--- config.mk ---
export PLATFORM = sky130hd
export DESIGN_NAME = key_filter
export DESIGN_NICKNAME = d
export VERILOG_FILES = /design/src/rtl/key_filter.sv
export SDC_FILE = /design/constraint.sdc
export NUM_CORES = 1
export LEC_CHECK = 0
export CORE_ASPECT_RATIO = 0.9
export CORE_MARGIN = 1
export CORE_UTILIZATION = 62
export CTS_CLUSTER_DIAMETER = 40
export CTS_CLUSTER_SIZE = 40
export DETAILED_ROUTE_END_ITERATION = 8
export GPL_TIMING_DRIVEN = 1
export PLACE_DENSITY = 0.91
export SETUP_SLACK_MARGIN = 0.05
export SLEW_MARGIN = 20
export SYNTH_ARGS = -nofsm -noshare
export SYNTH_HDL_FRONTEND = slang
export SYNTH_SLANG_ARGS = --single-unit
--- constraint.sdc ---
create_clock -name sys_clk -period 4.14 [get_ports sys_clk]
set_input_delay 1.242 -clock sys_clk [delete_from_list [all_inputs] [get_ports sys_clk]]
set_output_delay 1.242 -clock sys_clk [all_outputs]
set_load 0.02 [all_outputs]
--- src/rtl/key_filter.sv ---
// Debounces an active-low, bouncing push-button into clean press/release pulses and a stable level.
// Optional long-press pulse is built only when KEY_LONG_PRESS_EN is defined; otherwise key_long is tied to 0.
module key_filter #(
    parameter logic [19:0] CNT_MAX  = 20'd999_999,
    parameter logic [25:0] LONG_MAX = 26'd49_999_999
) (
    input  logic sys_clk,
    input  logic sys_rst,
    input  logic key_in,
    output logic key_flag,
    output logic key_rel_flag,
    output logic key_level,
    output logic key_long
);

    if (LONG_MAX <= {6'd0, CNT_MAX} || CNT_MAX == 20'd0) begin : g_param_check
        $error("key_filter: need CNT_MAX >= 1 and LONG_MAX > CNT_MAX");
    end

    typedef enum logic [1:0] {
        IDLE       = 2'd0,
        PRESS_FILT = 2'd1,
        HELD       = 2'd2,
        REL_FILT   = 2'd3
    } state_t;

    state_t      state;
    state_t      state_nxt;
    logic [19:0] cnt;
    logic [19:0] cnt_nxt;
    logic        key_meta;
    logic        key_s;
    logic        flag_nxt;
    logic        rel_nxt;
    logic        level_nxt;

    // Two-flop synchronizer; idles at 1 so reset looks like a released key.
    always_ff @(posedge sys_clk) begin
        if (sys_rst) begin
            key_meta <= 1'b1;
            key_s    <= 1'b1;
        end else begin
            key_meta <= key_in;
            key_s    <= key_meta;
        end
    end

    always_ff @(posedge sys_clk) begin
        if (sys_rst) begin
            state        <= IDLE;
            cnt          <= 20'd0;
            key_flag     <= 1'b0;
            key_rel_flag <= 1'b0;
            key_level    <= 1'b0;
        end else begin
            state        <= state_nxt;
            cnt          <= cnt_nxt;
            key_flag     <= flag_nxt;
            key_rel_flag <= rel_nxt;
            key_level    <= level_nxt;
        end
    end

    always_comb begin
        state_nxt = state;
        cnt_nxt   = cnt;
        flag_nxt  = 1'b0;
        rel_nxt   = 1'b0;
        level_nxt = key_level;
        case (state)
            IDLE: begin
                if (!key_s) begin
                    state_nxt = PRESS_FILT;
                    cnt_nxt   = 20'd0;
                end
            end
            PRESS_FILT: begin
                if (key_s) begin
                    state_nxt = IDLE;
                    cnt_nxt   = 20'd0;
                end else if (cnt == CNT_MAX) begin
                    state_nxt = HELD;
                    cnt_nxt   = 20'd0;
                    flag_nxt  = 1'b1;
                    level_nxt = 1'b1;
                end else begin
                    cnt_nxt = cnt + 20'd1;
                end
            end
            HELD: begin
                if (key_s) begin
                    state_nxt = REL_FILT;
                    cnt_nxt   = 20'd0;
                end
            end
            REL_FILT: begin
                if (!key_s) begin
                    state_nxt = HELD;
                    cnt_nxt   = 20'd0;
                end else if (cnt == CNT_MAX) begin
                    state_nxt = IDLE;
                    cnt_nxt   = 20'd0;
                    rel_nxt   = 1'b1;
                    level_nxt = 1'b0;
                end else begin
                    cnt_nxt = cnt + 20'd1;
                end
            end
            default: begin
                state_nxt = IDLE;
                cnt_nxt   = 20'd0;
            end
        endcase
    end

`ifdef KEY_LONG_PRESS_EN
    logic [25:0] hold_cnt;
    logic        long_fired;

    // Hold time survives release bounces; only a fresh press restarts it.
    always_ff @(posedge sys_clk) begin
        if (sys_rst) begin
            hold_cnt   <= 26'd0;
            long_fired <= 1'b0;
            key_long   <= 1'b0;
        end else begin
            key_long <= 1'b0;
            if (state == PRESS_FILT && state_nxt == HELD) begin
                hold_cnt   <= 26'd0;
                long_fired <= 1'b0;
            end else if (state == HELD || state == REL_FILT) begin
                if (hold_cnt != LONG_MAX) begin
                    hold_cnt <= hold_cnt + 26'd1;
                end
                if (hold_cnt == LONG_MAX && !long_fired) begin
                    key_long   <= 1'b1;
                    long_fired <= 1'b1;
                end
            end
        end
    end
`else
    assign key_long = 1'b0;
`endif

endmodule

==> impl_metrics.yaml <==
status:
  outcome: "finished, final reports clean"
clock_tree:
  numCtsBuffers: 3
  cts_root_buf: "clkbuf_4"
  cts_setup_buffers: 0
  cts_hold_buf: 0
  clock_latency_ns: 0.33
  clockBufferDepth: 2
  clkTransAtPathRegs_ns: 0.15
  cts_resized: 0
  htreeDepth: 1
  clock-sinks: 27
  cts_tree: "done"
power_and_ir_drop:
  powerDensity_nw_per_um2: 295
  peakVddDrop_mv: 0.304
  power.leakage_nw: 0.474
synth:
  ys_async_sr_fraction_pct: 0
  ys_seq_area_share_pct: 41.9
  yosys_warnings: 0
  ys.flop_type: "dfxtp_1"
  synth_enable_flop_cells: 0
  syn_nets: 154
  synth_seq_cells: 27
  synth_area_um2: 1290
  synthCells: 150
  avgSynthCellArea_um2: 8.60
  yosysUniqueCellTypes: 38
timing:
  skew_ns: 0.00484
  finalSetupViolCount: 0
  finalHoldViolCount: 0
  rsz0062_at_grt: "no"
  setup_ws_ns: 1.59
  slew_headroom_pct: 39.5
  finalSetupTns_ns: 0
  tightest_slew_ns: 0.900
  fmax_mhz: 393
  slew_viol_final: 0
  min_period_ns: 2.55
  min_period_over_period_pct: 61.5
routing:
  drtAntennaViolNets: 0
  drt-initial-drc-count: 72
  avgRoutedWirePerCell_um: 14.9
  first_pass_iters: 4
  wl_mm: 2.67
  route.detailed.drc: 0
  vias_per_cell: 6.34
  vias: 1135
min_path:
  hold_depth: 1
  hold_class: "reg2reg"
job:
  maxCapViolCount: 0
finish:
  antenna_cells: 0
  nets: 159
  drive_gt1_share_pct: 7.79
  final_util_pct: 71.4
  synthToLayoutAreaGrowth_pct: 6.98
floorplanning:
  io-pin-count: 7
  die_w_um: 50.1
  die_area_um2: 2270
  core_um2: 1930
  start_util_pct: 66.7
  rows: 15
  die_h_um: 45.3
setup_path:
  reg2regPathDepth: 6
  path_buf_inv: 2
  cp.depth: 5
  worstPathRequired_ns: 4.42
  crit_chain: "clkdlybuf4s50_1, a211oi_2, buf_4, a41oi_1, a31oi_1"
  critical_path.slowest_cell: "clkdlybuf4s50_1"
  critical-path-max-stage-delay_ns: 0.66
  criticalPathCategory: "in2reg"
  crit_arrival_ns: 2.83
  crit_family: "buffers and inverters"
  reg2reg_slack_ns: 1.74
  critPathCaptureType: "flip-flop"
  path_max_fanout: 26
  setup.worst_path.start_class: "input pin"
global_route:
  grt_pass1_vias: 942
  grt_start_max_net_pins: 27
  grt_pass1_wl_mm: 4.47
  antenna_found_initial: 0
  grt_usage_pct: 26.7
  overflow: 0
placed_design:
  hpwlAfterDp_mm: 1.85
  portBuffers: 5
  dpl_worst_slack_ns: 1.26
  place.gp.congestion: 0.812
-- cells in the mapped netlist, types with 3 or more instances --
cell	number	area (µm²)
a21oi_1	10	50.1
a22o_1	4	35.0
a31oi_1	14	87.6
and3_1	5	31.3
and4_1	3	26.3
dfxtp_1	27	541
nand2_1	18	67.6
nand2b_1	3	18.8
nand3_1	6	30.0
nand3b_1	4	30.0
nand4_1	3	18.8
nor2_1	9	33.8
nor3_1	4	20.0
o21ai_0	5	25.0
or3_1	3	18.8
xnor2_1	4	35.0
-- power by group --
group / switching, mW / internal, mW / total (mW)
logic: 0.0144 / 0.00853 / 0.0230
clock network: 0.0808 / 0.0371 / 0.118
registers: 0.00300 / 0.263 / 0.266
total: 0.0983 / 0.309 / 0.407
-- through the flow --
stage / instances / hold WS, ns / instance area (µm²) / total power [mW]
after detailed placement: 175 / 0.438 / 1350 / 0.294
after global placement: 175 / 0.393 / 1350 / 0.293
final: 179 / 0.468 / 1380 / 0.407
after global routing: 179 / 0.479 / 1380 / 0.418
after floorplan: 150 / 0.389 / 1290 / 0.287
after CTS: 179 / 0.472 / 1380 / 0.407
-- cells in the final DEF, fill, tap and decap left out, types with 4 or more instances in the layout --
cell type	synthesis	final
nand2_1	18	18
nand3_1	6	6
a21oi_1	10	10
nand3b_1	4	4
dfxtp_1	27	27
a31oi_1	14	14
a22o_1	4	4
and3_1	5	5
clkdlybuf4s50_1	0	5
o21ai_0	5	5
nor2_1	9	9
xnor2_1	4	4
nor3_1	4	4
-- final timing paths --
| path | startpoint | to |
|---|---|---|
| setup reg to reg | cnt[0]$_SDFFE_PP0P_ | cnt[18]$_SDFFE_PP0P_ |
| hold reg to reg | key_meta$_SDFF_PP1_ | key_s$_SDFF_PP1_ |
| hold / removal | key_meta$_SDFF_PP1_ | key_s$_SDFF_PP1_ |
| setup / recovery | sys_rst | cnt[14]$_SDFFE_PP0P_ |
-- registers in the layout (all words and copies together), names as in the netlist, named ones only --
name,flops
state,1
key_s,1
key_level,1
key_rel_flag,1
key_flag,1
key_meta,1
cnt,20
-- cells by family after synthesis --
family,count (synthesis),share of synthesized area [%]
fa+ha+maj,1,0.970
simple gates,68,30.0
compound gates,38,19.0
buf+inv,8,2.81
other cells,1,0.291
mux,2,1.65
flops,27,41.9
xor+xnor,5,3.39
-- metal layers --
layer | share of wire, % | global-route usage (%)
met4 | 1.4 | 6.86
met5 | 0 | 0
met1 | 43 | 36.8
met2 | 46 | 41.1
met3 | 9.1 | 7.74
-- cell type report --
| class | instances | area (µm²) |
|---|---|---|
| timing repair buffer | 6 | 57.6 |
| inverter | 2 | 7.51 |
| tap | 25 | 31.3 |
| clock inverter | 1 | 7.51 |
| clock buffer | 3 | 22.5 |
| multi-input combinational | 115 | 713 |
| fill | 144 | 553 |
| sequential | 27 | 541 |
(Power assumes the default switching activity.)
